## config.mk

```make
export PLATFORM = sky130hd
export DESIGN_NAME = apb_req_arbiter_flat
export DESIGN_NICKNAME = d
export VERILOG_FILES = /design/src/rtl/apb_req_arbiter_if.sv /design/src/rtl/apb_req_arbiter.sv /design/src/flat_wrapper.sv
export SDC_FILE = /design/constraint.sdc
export NUM_CORES = 1
export LEC_CHECK = 0
export BUFFER_PORTS_ARGS = -buffer_cell sky130_fd_sc_hd__clkbuf_2
export CAP_MARGIN = 25
export CELL_PAD_IN_SITES_DETAIL_PLACEMENT = 0
export CELL_PAD_IN_SITES_GLOBAL_PLACEMENT = 1
export CORE_UTILIZATION = 36
export DETAILED_ROUTE_END_ITERATION = 16
export GPL_TIMING_DRIVEN = 0
export PLACE_DENSITY_LB_ADDON = 0.1
export SLEW_MARGIN = 10
export SYNTH_ARGS = -nofsm -noshare
export SYNTH_HDL_FRONTEND = slang
export SYNTH_SLANG_ARGS = --single-unit
export TNS_END_PERCENT = 5
```

## constraint.sdc

```tcl
create_clock -name pclk -period 2.2 [get_ports pclk]
set_input_delay 0 -clock pclk [delete_from_list [all_inputs] [get_ports pclk]]
set_output_delay 0 -clock pclk [all_outputs]
set_load 0.02 [all_outputs]
```

## src/rtl/apb_req_arbiter_if.sv

```systemverilog
// Requester-side and bridge-side signal bundle for apb_req_arbiter.
// master = arbiter view, slave = requesters/bridge view.
interface apb_req_arbiter_if #(
  parameter int NREQ = 2,
  parameter int AW   = 9,
  parameter int DW   = 8
);
  logic [NREQ-1:0]    req_valid;
  logic [NREQ-1:0]    req_rw;
  logic [NREQ*AW-1:0] req_addr;
  logic [NREQ*DW-1:0] req_wdata;
  logic [NREQ-1:0]    req_grant;
  logic [NREQ-1:0]    rsp_valid;
  logic [DW-1:0]      rsp_rdata;
  logic               rsp_err;
  logic               transfer;
  logic               read_write;
  logic [AW-1:0]      apb_write_paddr;
  logic [AW-1:0]      apb_read_paddr;
  logic [DW-1:0]      apb_write_data;
  logic [DW-1:0]      apb_read_data_out;
  logic               xfer_done;

  modport master (
    input  req_valid, req_rw, req_addr, req_wdata, apb_read_data_out, xfer_done,
    output req_grant, rsp_valid, rsp_rdata, rsp_err, transfer, read_write,
           apb_write_paddr, apb_read_paddr, apb_write_data
  );

  modport slave (
    output req_valid, req_rw, req_addr, req_wdata, apb_read_data_out, xfer_done,
    input  req_grant, rsp_valid, rsp_rdata, rsp_err, transfer, read_write,
           apb_write_paddr, apb_read_paddr, apb_write_data
  );
endinterface

```

## src/rtl/apb_req_arbiter.sv

```systemverilog
// Round-robin sequencer sharing one APB bridge command port among NREQ requesters.
// Optional BUSY watchdog enabled by defining APB_REQ_ARBITER_TIMEOUT_EN.
module apb_req_arbiter #(
  parameter int NREQ           = 2,
  parameter int AW             = 9,
  parameter int DW             = 8,
  parameter int TIMEOUT_CYCLES = 16
) (
  input  logic              pclk,
  input  logic              preset,
  apb_req_arbiter_if.master bus
);
  localparam int PW = (NREQ > 1) ? $clog2(NREQ) : 1;

  typedef enum logic [1:0] {IDLE, BUSY, GAP} state_t;

  state_t          state_q, state_d;
  logic [PW-1:0]   ptr_q, ptr_d, owner_q, owner_d, winner;
  logic            found;
  logic [NREQ-1:0] grant_q, grant_d, rsp_valid_q, rsp_valid_d;
  logic [DW-1:0]   rdata_q, rdata_d, wdata_q, wdata_d;
  logic            err_q, err_d, transfer_q, transfer_d, rw_q, rw_d;
  logic [AW-1:0]   waddr_q, waddr_d, raddr_q, raddr_d;

`ifdef APB_REQ_ARBITER_TIMEOUT_EN
  localparam int CW = $clog2(TIMEOUT_CYCLES + 1);
  logic [CW-1:0] cnt_q, cnt_d;
`else
  logic unused_timeout_cfg;
  assign unused_timeout_cfg = (TIMEOUT_CYCLES > 0);
`endif

  // Search starts just after the last winner, wrapping at NREQ.
  always_comb begin : pick
    int idx;
    found  = 1'b0;
    winner = ptr_q;
    for (int k = 1; k <= NREQ; k++) begin
      idx = int'(ptr_q) + k;
      if (idx >= NREQ) idx = idx - NREQ;
      if (!found && bus.req_valid[idx]) begin
        found  = 1'b1;
        winner = PW'(idx);
      end
    end
  end

  // NOTE: every variable gets its hold/default value first so no path can leave one unassigned (no latches).
  always_comb begin
    state_d     = state_q;
    ptr_d       = ptr_q;
    owner_d     = owner_q;
    grant_d     = '0;
    rsp_valid_d = '0;
    rdata_d     = rdata_q;
    err_d       = err_q;
    transfer_d  = transfer_q;
    rw_d        = rw_q;
    waddr_d     = waddr_q;
    raddr_d     = raddr_q;
    wdata_d     = wdata_q;
`ifdef APB_REQ_ARBITER_TIMEOUT_EN
    cnt_d       = cnt_q;
`endif
    unique case (state_q)
      IDLE: begin
        if (found) begin
          grant_d    = NREQ'(1) << winner;
          transfer_d = 1'b1;
          rw_d       = bus.req_rw[winner];
          owner_d    = winner;
          ptr_d      = winner;
          state_d    = BUSY;
          if (bus.req_rw[winner]) begin
            raddr_d = bus.req_addr[winner*AW +: AW];
          end else begin
            waddr_d = bus.req_addr[winner*AW +: AW];
            wdata_d = bus.req_wdata[winner*DW +: DW];
          end
`ifdef APB_REQ_ARBITER_TIMEOUT_EN
          cnt_d = '0;
`endif
        end
      end
      BUSY: begin
        if (bus.xfer_done) begin
          transfer_d  = 1'b0;
          rsp_valid_d = NREQ'(1) << owner_q;
          err_d       = 1'b0;
          state_d     = GAP;
          if (rw_q) rdata_d = bus.apb_read_data_out;
`ifdef APB_REQ_ARBITER_TIMEOUT_EN
        end else if (cnt_q == CW'(TIMEOUT_CYCLES - 1)) begin
          transfer_d  = 1'b0;
          rsp_valid_d = NREQ'(1) << owner_q;
          err_d       = 1'b1;
          state_d     = GAP;
        end else begin
          cnt_d = cnt_q + 1'b1;
`endif
        end
      end
      GAP:     state_d = IDLE;
      default: state_d = IDLE;
    endcase
  end

  // NOTE: sequential state uses non-blocking assignments so all registers update from pre-edge values.
  always_ff @(posedge pclk or posedge preset) begin
    if (preset) begin
      state_q     <= IDLE;
      ptr_q       <= PW'(NREQ - 1);
      owner_q     <= '0;
      grant_q     <= '0;
      rsp_valid_q <= '0;
      rdata_q     <= '0;
      err_q       <= 1'b0;
      transfer_q  <= 1'b0;
      rw_q        <= 1'b0;
      waddr_q     <= '0;
      raddr_q     <= '0;
      wdata_q     <= '0;
`ifdef APB_REQ_ARBITER_TIMEOUT_EN
      cnt_q       <= '0;
`endif
    end else begin
      state_q     <= state_d;
      ptr_q       <= ptr_d;
      owner_q     <= owner_d;
      grant_q     <= grant_d;
      rsp_valid_q <= rsp_valid_d;
      rdata_q     <= rdata_d;
      err_q       <= err_d;
      transfer_q  <= transfer_d;
      rw_q        <= rw_d;
      waddr_q     <= waddr_d;
      raddr_q     <= raddr_d;
      wdata_q     <= wdata_d;
`ifdef APB_REQ_ARBITER_TIMEOUT_EN
      cnt_q       <= cnt_d;
`endif
    end
  end

  assign bus.req_grant       = grant_q;
  assign bus.rsp_valid       = rsp_valid_q;
  assign bus.rsp_rdata       = rdata_q;
  assign bus.rsp_err         = err_q;
  assign bus.transfer        = transfer_q;
  assign bus.read_write      = rw_q;
  assign bus.apb_write_paddr = waddr_q;
  assign bus.apb_read_paddr  = raddr_q;
  assign bus.apb_write_data  = wdata_q;
endmodule

```

## src/flat_wrapper.sv

```systemverilog
// flat-port wrapper written by rule: the top's interface ports become plain ports
module apb_req_arbiter_flat 
#(
  parameter int NREQ           = 2,
  parameter int AW             = 9,
  parameter int DW             = 8,
  parameter int TIMEOUT_CYCLES = 16
)
  (pclk, preset, bus_req_valid, bus_req_rw, bus_req_addr, bus_req_wdata, bus_apb_read_data_out, bus_xfer_done, bus_req_grant, bus_rsp_valid, bus_rsp_rdata, bus_rsp_err, bus_transfer, bus_read_write, bus_apb_write_paddr, bus_apb_read_paddr, bus_apb_write_data);
  apb_req_arbiter_if #(.NREQ(NREQ), .AW(AW), .DW(DW)) bus_i ();
  input  logic pclk;
  input  logic preset;
  input wire logic [$bits(bus_i.req_valid)-1:0] bus_req_valid;
  input wire logic [$bits(bus_i.req_rw)-1:0] bus_req_rw;
  input wire logic [$bits(bus_i.req_addr)-1:0] bus_req_addr;
  input wire logic [$bits(bus_i.req_wdata)-1:0] bus_req_wdata;
  input wire logic [$bits(bus_i.apb_read_data_out)-1:0] bus_apb_read_data_out;
  input wire logic [$bits(bus_i.xfer_done)-1:0] bus_xfer_done;
  output wire logic [$bits(bus_i.req_grant)-1:0] bus_req_grant;
  output wire logic [$bits(bus_i.rsp_valid)-1:0] bus_rsp_valid;
  output wire logic [$bits(bus_i.rsp_rdata)-1:0] bus_rsp_rdata;
  output wire logic [$bits(bus_i.rsp_err)-1:0] bus_rsp_err;
  output wire logic [$bits(bus_i.transfer)-1:0] bus_transfer;
  output wire logic [$bits(bus_i.read_write)-1:0] bus_read_write;
  output wire logic [$bits(bus_i.apb_write_paddr)-1:0] bus_apb_write_paddr;
  output wire logic [$bits(bus_i.apb_read_paddr)-1:0] bus_apb_read_paddr;
  output wire logic [$bits(bus_i.apb_write_data)-1:0] bus_apb_write_data;
  assign bus_i.req_valid = bus_req_valid;
  assign bus_i.req_rw = bus_req_rw;
  assign bus_i.req_addr = bus_req_addr;
  assign bus_i.req_wdata = bus_req_wdata;
  assign bus_i.apb_read_data_out = bus_apb_read_data_out;
  assign bus_i.xfer_done = bus_xfer_done;
  assign bus_req_grant = bus_i.req_grant;
  assign bus_rsp_valid = bus_i.rsp_valid;
  assign bus_rsp_rdata = bus_i.rsp_rdata;
  assign bus_rsp_err = bus_i.rsp_err;
  assign bus_transfer = bus_i.transfer;
  assign bus_read_write = bus_i.read_write;
  assign bus_apb_write_paddr = bus_i.apb_write_paddr;
  assign bus_apb_read_paddr = bus_i.apb_read_paddr;
  assign bus_apb_write_data = bus_i.apb_write_data;
  apb_req_arbiter #(.NREQ(NREQ), .AW(AW), .DW(DW), .TIMEOUT_CYCLES(TIMEOUT_CYCLES)) u_core (.pclk(pclk), .preset(preset), .bus(bus_i));
endmodule
```

* Word-level counts from Yosys, hierarchy flattened
Cells that the tools add are included.
Operators by class: add/subtract/negate cells 4, multiply operators 1, divide/modulo/power cells 0, $lt $le $gt $ge 5, equality and inequality tests 3, shifts and indexed selects 4, muxes and demuxes 24, bitwise logic cells 1, reductions and logical operators 10
Operator list (number):
- $ge 32x3->1 const B | 2
- $lt 32x3->1 const B | 2
- $mux 32 | 2
- $sub 32x3->32 const B | 2
- $shiftx 18x6->9 | 1
- $shiftx 16x5->8 | 1
- $mux 1 | 14
- $mux 2 | 6
- $reduce_and 3->1 | 4
- $mul 1x4->5 const B | 1
- $pmux 2 s2 | 1
- $reduce_and 2->1 | 2
- $shl 1x1->2 const A | 2
- $add 1x2->3 const B | 1
- $add 1x1->2 const B | 1
- $eq 2x1->1 const B | 1
- $logic_not 2->1 | 1
- $lt 1x2->1 const B | 1
- $ne 2x1->1 const B | 1
- $ne 2x2->1 const B | 1
- $pmux 1 s2 | 1
- $reduce_bool 2->1 | 1
- $logic_and 1x1->1 | 1
- $logic_not 1->1 | 1
- $not 1->1 | 1
Storage, ports and cells: register bits 44, latch bits 0, RAM bits 0, bits in read-only memories 0, input port bits 49, output and inout port bits 41, word-level logic and storage cells 63, memories 0

* Depth between registers and ports, before layout
Gate-level depths: netlist of run 1.
depth in word-level cells 14, mapped depth 5, depth with buffers taken out 5

* Worst setup path after synthesis of run 1
No wires, ideal clock.
path type reg-to-reg, from register u_core.ptr_q, to register u_core.wdata_q[0], in the netlist u_core.bus.apb_write_data[0], setup time 0.125 ns, data arrival time 1.568 ns, data required time 2.075 ns, setup slack 0.507 ns, cell stages (with the launch flop) 6, buffers on the path 1, period minus slack after synthesis 1.693 ns, cells stage by stage dfstp_2 > nand2_2 > o21ai_2 > buf_6 > mux2_1 > mux2_4
On the way: longest elaborated chain between the ends 14, elaborated cells on any way between the ends 25, classes of those cells add/sub (4); order compare (2); shift (1); mux (14); bitwise (1); reduce/logical (3)
RTL lines:
- start: declaration | line apb_req_arbiter.sv:18 | logic [PW-1:0] ptr_q, ptr_d, owner_q, owner_d, winner;
- start signal: assignment | line apb_req_arbiter.sv:112 | ptr_q <= PW'(NREQ - 1);
- start signal: assignment | line apb_req_arbiter.sv:128 | ptr_q <= ptr_d;
- parallel branches: the longest is 14 deep, another holds $sub 32x3->32
- end signal: assignment | line apb_req_arbiter.sv:138 | wdata_q <= wdata_d;
- end: declaration | line apb_req_arbiter.sv:21 | logic [DW-1:0] rdata_q, rdata_d, wdata_q, wdata_d;
Several ways; the timed one is not identified. The select of a mux whose other input is x is not followed. A chain may end at the register's enable or synchronous reset.

* Worst setup path in the final report of run 1
from register u_core.ptr_q, to register u_core.wdata_q[4], in the netlist u_core.bus.apb_write_data[4]
The elaborated chain is that of the path after synthesis.

==> flow_summary_export.csv, run 1 <==
group,metric,value,unit
clock_network,cts_root_buf,"clkbuf_8",
clock_network,cts_sinks,44,
floorplan,die_area,5690,µm²
synthesis,synth_top_area_frac,0.554,
synthesis,synth_cell_types,26,
detailed_routing,vias,1385,
placement,dp.cells,285,
power_and_ir_drop,ir_worst_vdd,0.673,mV
job,drv_cap,0,
detailed_routing,viasPerCell,4.57,
worst_setup_path,reg2reg_to,"u_core.bus.apb_write_data[4]$_DFFE_PP0P_",
layout,synthToLayoutAreaGrowth,38.9,%
worst_setup_path,path_max_fanout,10,
worst_setup_path,path_cells,"nand2_2, o21ai_2, buf_6, mux2_1, mux2_4",
worst_setup_path,crit_path_start_kind,"flop",
worst_setup_path,reg2reg_depth,5,
worst_setup_path,r2r-start,"u_core.ptr_q$_DFFE_PP1P_",
detailed_routing,remaining_drc_errors,0,
synthesis,synth_most_common_cell,"dfrtp_1",
min_path,hold_end,"u_core.bus.apb_write_data[1]$_DFFE_PP0P_",
placement,hpwl,3060,µm
synthesis,seq_area_frac_synth,0.567,
synthesis,synth.cell_area,1940,µm²
floorplan,num_rows,26,
clock_network,clkTransAtPathRegs,0.08,ns
power_and_ir_drop,power.density,1450,nW/µm²
grt,grt_pass1_wl,6440,µm
sta,max-slew-margin-rel,0.592,
sta,fin_tns_setup,0,ns
detailed_routing,antenna_left,0,
layout,layout-drive-gt1-share,0.661,
min_path,hold_path.class,"in -> reg",
synthesis,synth_area_leader_cell,"dfrtp_1",
detailed_routing,wl,4020,µm
synthesis,ys.flop_type,"dfrtp_1",
clock_network,ctsResizeCount,0,
worst_setup_path,path_class,"reg -> reg",
sta,hold_viol_final,0,
grt,grt_usage,0.155,
worst_setup_path,rrSetupSlack,0.30,ns
synthesis,syn_area_per_cell,15.4,µm²
floorplan,pin_count,90,
sta,rsz0062_at_grt,"no",
clock_network,cts_htree_levels,2,
layout,nNetsFinal,281,
grt,grt_max_degree,33,
placement,io_buffers,88,
worst_setup_path,critPathTopFamily,"multiplexers",
clock_network,cts_buffers,5,
synthesis,syn_inst,126,
sta,max_freq,527,MHz
synthesis,ys_async_sr_fraction,1.00,
grt,grt_pass1_vias,1475,
synthesis,synth-edff-count,0,
synthesis,ys_ff_latch,44,
synthesis,syn-num-nets,175,
synthesis,yosys_warnings,0,
status,run_status,"finished, final reports clean",
sta,finalCritPeriodShare,0.863,
layout,instances_no_fill,303,
floorplan,core_area,5140,µm²
worst_setup_path,slowest_stage,"dfstp_2",
placement,routabilityCongestion,0.718,
layout,diodes,0,
clock_network,clockBufferDepth,2,
detailed_routing,first_pass_iters,3,
floorplan,fp.dieH,75.5,µm
worst_setup_path,cp.arrival,2.08,ns
detailed_routing,drt_iter0_drc,27,
clock_network,worstSkewPairLatency,0.29,ns
min_path,min_path_cells,3,
detailed_routing,routedWlPerCell,13.3,µm
floorplan,die_w,75.5,µm
worst_setup_path,cpPeakStageDelay,0.59,ns
sta,fin_skew,0.00405,ns
sta,fin_crit,1.90,ns
min_path,holdCritStartpoint,"bus_req_wdata[9]",
power_and_ir_drop,p_leak,1.37,nW
worst_setup_path,critPathCaptureType,"flop",
floorplan,start_util,0.378,
clock_network,tritoncts,"built",
sta,slew_viol_final,0,
synthesis,yosys-top-cells-area,"dfrtp_1, mux2_2, mux2_4",
sta,setup_viol,0,
grt,grt_overflow_total,0,
sta,worst-slew-pin-transition,0.612,ns
worst_setup_path,worst-path-buf-inv,1,
worst_setup_path,worstPathRequired,2.38,ns
grt,antenna_found_initial,0,
synthesis,synth_common_cells,"dfrtp_1, mux2_2, mux2_4",
## per-layer routing
metal / routed length (µm) / global-route usage / vias up / share of wire
met5: 0 / 0 / - / 0
li1: - / - / 647 / -
met3: 284 / 0.0503 / 8 / 0.071
met4: 70 / 0.0679 / 0 / 0.017
met1: 1590 / 0.172 / 680 / 0.39
met2: 2080 / 0.272 / 50 / 0.52
## cell families (layout without fill, tap and decap cells)
kind of cell,count (synthesis),count (layout),synth area share
compound gates,9,9,0.0425
buf+inv,6,113,0.0212
flops,44,44,0.567
mux,51,51,0.313
other cells,1,1,0.00193
simple gates,15,15,0.0541
## worst max-delay path by stage
| stage | from | end | slack [ns] | depth (start not counted) |
|---|---|---|---|---|
| 5_1_grt | u_core.ptr_q$_DFFE_PP1P_ | u_core.bus.apb_write_data[4]$_DFFE_PP0P_ | 0.24 | 5 |
| 4_1_cts | u_core.ptr_q$_DFFE_PP1P_ | u_core.bus.apb_write_data[4]$_DFFE_PP0P_ | 0.28 | 5 |
| 2_1_floorplan | u_core.ptr_q$_DFFE_PP1P_ | u_core.bus.apb_write_data[0]$_DFFE_PP0P_ | 0.51 | 5 |
| 3_5_place_dp | u_core.ptr_q$_DFFE_PP1P_ | u_core.bus.apb_write_data[4]$_DFFE_PP0P_ | 0.30 | 5 |
| 3_3_place_gp | u_core.ptr_q$_DFFE_PP1P_ | u_core.bus.apb_write_data[1]$_DFFE_PP0P_ | 0.36 | 5 |
| 6_report | u_core.ptr_q$_DFFE_PP1P_ | u_core.bus.apb_write_data[4]$_DFFE_PP0P_ | 0.30 | 5 |
## report_power, final
group | total (mW) | switching [mW] | internal, mW | leakage, nW
registers | 1.42 | 0.208 | 1.21 | 0.524
logic | 1.90 | 1.01 | 0.883 | 0.786
clock network | 0.592 | 0.255 | 0.337 | 0.0552
## worst min-delay path: stages
cell and delay (ns):
clkbuf_2 0.07, mux2_1 0.11, mux2_4 0.13
## flip-flops by register name (all words and copies together) (netlist names)
| register | count |
|---|---|
| u_core.bus.req_grant | 2 |
| u_core.ptr_q | 1 |
| u_core.bus.rsp_valid | 2 |
| u_core.bus.rsp_rdata | 8 |
| u_core.bus.read_write | 1 |
| u_core.state_q | 2 |
| u_core.owner_q | 1 |
| u_core.bus.apb_write_data | 8 |
| u_core.bus.transfer | 1 |
| u_core.bus.apb_write_paddr | 9 |
| u_core.bus.apb_read_paddr | 9 |
## cell type report
type	instances	area (µm²)
clock buffer	6	72.6
inverter	3	11.3
multi-input combinational	76	800
tap	70	87.6
clock inverter	2	35.0
buffer	3	30.0
sequential	44	1100
fill	486	2440
timing repair buffer	99	561
## cells in the final DEF, fill, tap and decap left out, types with 2 or more instances in the layout
cell	n
clkbuf_2	88
dfrtp_1	43
mux2_2	34
dlygate4sd3_1	10
mux2_4	9
mux2_1	8
clkbuf_8	5
nor2_1	4
nand2_2	2
buf_6	2
o21a_1	2
inv_1	2
and2_1	2
nand2_1	2
## what timing repair did
action	CTS	global route
endpoints found under the hold margin	52	0
buffers inserted	0	0
endpoints found under the setup margin	0	0
hold buffers	10	0
## metrics by stage
step           instance area, µm²   util  total power [mW]  hold slack (ns)  setup WS, ns
2_1_floorplan                1940      -              2.75            0.107         0.507
3_3_place_gp                 2470  0.481              3.28            0.213         0.363
3_5_place_dp                 2490  0.485              3.35          -0.0484         0.297
4_1_cts                      2700  0.525              3.97           0.0398         0.282
5_1_grt                      2700  0.525              4.18           0.0533         0.245
6_report                     2700  0.525              3.91           0.0515         0.302
Power figures use the tool's default switching activity.
==> inputs of run 2 (changes only) <==
--- a/config.mk
+++ b/config.mk
@@ -9,7 +9,7 @@
 export CAP_MARGIN = 25
 export CELL_PAD_IN_SITES_DETAIL_PLACEMENT = 0
 export CELL_PAD_IN_SITES_GLOBAL_PLACEMENT = 1
-export CORE_UTILIZATION = 36
+export CORE_UTILIZATION = 35
 export DETAILED_ROUTE_END_ITERATION = 16
 export GPL_TIMING_DRIVEN = 0
 export PLACE_DENSITY_LB_ADDON = 0.1
==> run 2 against run 1 <==
Clock skew rose by 0.0028 ns. Global-route usage decreased by 0.13 points. Critical path type unchanged. Sequential share of layout area up 0.23 points. Die area increased by 2.8%. Wire length up 3.2%. Clock power decreased by 13%. Cell area is 0.56% lower. Largest power group unchanged. Critical path depth stayed put. Total power is 1.9% lower. Sequential power about the same. Via count down 1.9%. Register-to-register slack better by 0.03 ns.
==> flow_summary_export.csv, run 2 (synthesized netlist as in run 1, its figures left out) <==
group,metric,value,unit
clock_network,cts_setup_buffers,0,
floorplan,num_rows,26,
layout,final_cell_mix,"clkbuf_2, dfrtp_1, mux2_2, dlygate4sd3_1, mux2_4",
layout,synthToLayoutAreaGrowth,38.1,%
sta,fin_crit,1.87,ns
sta,finalCritPeriodShare,0.851,
worst_setup_path,path_max_fanout,10,
floorplan,core_area,5240,µm²
power_and_ir_drop,power.density,1430,nW/µm²
clock_network,cts_buffers,5,
status,run_status,"finished, final reports clean",
clock_network,postCtsHoldBufs,10,
clock_network,ctsResizeCount,0,
layout,nFillCells,477,
grt,grt_pass1_vias,1458,
clock_network,tritoncts,"built",
power_and_ir_drop,p_leak,1.36,nW
layout,layout-drive-gt1-share,0.665,
min_path,hold_path.class,"in -> reg",
worst_setup_path,path_class,"reg -> reg",
detailed_routing,remaining_drc_errors,0,
layout,final_common_cell,"clkbuf_2",
floorplan,die_area,5850,µm²
layout,nNetsFinal,281,
sta,fin_skew,0.00683,ns
sta,max-slew-margin-rel,0.586,
clock_network,clkTransAtPathRegs,0.08,ns
grt,grt_usage,0.154,
detailed_routing,wl,4150,µm
grt,grt_max_degree,33,
grt,grt_pass1_wl,6960,µm
layout,regArea,1100,µm²
power_and_ir_drop,ir_worst_vdd,0.553,mV
placement,io_buffers,88,
detailed_routing,vias,1358,
clock_network,cts_htree_levels,2,
placement,hpwl,3040,µm
detailed_routing,antenna_left,0,
worst_setup_path,cp.arrival,2.05,ns
sta,fin_tns_setup,0,ns
worst_setup_path,critPathCaptureType,"flop",
clock_network,worstSkewPairLatency,0.29,ns
worst_setup_path,crit_path_start_kind,"flop",
sta,hold_viol_final,0,
clock_network,cts_root_buf,"clkbuf_8",
layout,multi_input_area,800,µm²
detailed_routing,drt_iter0_drc,48,
clock_network,clockBufferDepth,2,
placement,routabilityCongestion,0.736,
sta,worst-slew-pin-transition,0.620,ns
floorplan,die_w,76.5,µm
sta,slew_viol_final,0,
detailed_routing,routedWlPerCell,13.7,µm
layout,diodes,0,
sta,max_freq,534,MHz
grt,grt_overflow_total,0,
detailed_routing,viasPerCell,4.48,
clock_network,cts_sinks,44,
detailed_routing,first_pass_iters,4,
job,drv_cap,0,
floorplan,fp.dieH,76.5,µm
floorplan,pin_count,90,
grt,antenna_found_initial,0,
worst_setup_path,worstPathRequired,2.38,ns
sta,setup_viol,0,
floorplan,start_util,0.371,
sta,rsz0062_at_grt,"no",
sta,holdWs,0.0496,ns
run 2: power by group:
part | internal (mW) | leakage, nW | switching (mW) | total [mW]
registers | 1.21 | 0.524 | 0.212 | 1.43
clock network | 0.251 | 0.0510 | 0.263 | 0.514
logic | 0.883 | 0.786 | 1.01 | 1.90
run 2: layout make-up:
type / count / area share
repair buffers: 99 / 0.209
clock inverters: 2 / 0.00373
inverters: 3 / 0.00420
multi-input cells: 76 / 0.298
clock buffers: 6 / 0.0308
flip-flops and latches: 44 / 0.411
plain buffers: 3 / 0.0112
well taps: 70 / 0.0326
run 2: routing by layer:
layer  GRT usage  up-vias  wire length (µm)
met4      0.0577        0                44
met5           0        -                 0
met1       0.192      649              1840
met2       0.259       56              2020
li1            -      648                 -
met3      0.0323        5               237
run 2: stage by stage:
stage	util	worst slack (ns)	instance area (µm²)	instances	total power, mW
after floorplan	-	0.507	1940	126	2.75
after global placement	0.472	0.363	2470	284	3.28
after detailed placement	0.476	0.307	2490	285	3.35
after CTS	0.512	0.298	2680	303	3.89
after global routing	0.512	0.239	2680	303	4.08
final	0.512	0.329	2680	303	3.84
run 2: path summary, 6_finish.rpt:
| kind | cells after the start | from | slack (ns) | to |
|---|---|---|---|---|
| max | 5 | u_core.ptr_q$_DFFE_PP1P_ | 0.33 | u_core.bus.apb_write_data[1]$_DFFE_PP0P_ |
| max reg2reg | 5 | u_core.ptr_q$_DFFE_PP1P_ | 0.33 | u_core.bus.apb_write_data[1]$_DFFE_PP0P_ |
| max in group asynchronous | 4 | preset | 1.48 | u_core.ptr_q$_DFFE_PP1P_ |
| min | 3 | bus_req_wdata[14] | 0.05 | u_core.bus.apb_write_data[6]$_DFFE_PP0P_ |
| min in group asynchronous | 3 | preset | 0.18 | u_core.bus.rsp_rdata[3]$_DFFE_PP0P_ |
| min reg2reg | 1 | u_core.owner_q$_DFFE_PP0P_ | 0.45 | u_core.bus.rsp_valid[0]$_DFF_PP0_ |
run 2: worst max-delay path: stages, from the launching register on:
cell and delay [ns]:
dfstp_2 0.58, nand2_2 0.09, o21ai_2 0.25, buf_6 0.24, mux2_1 0.33, mux2_4 0.27
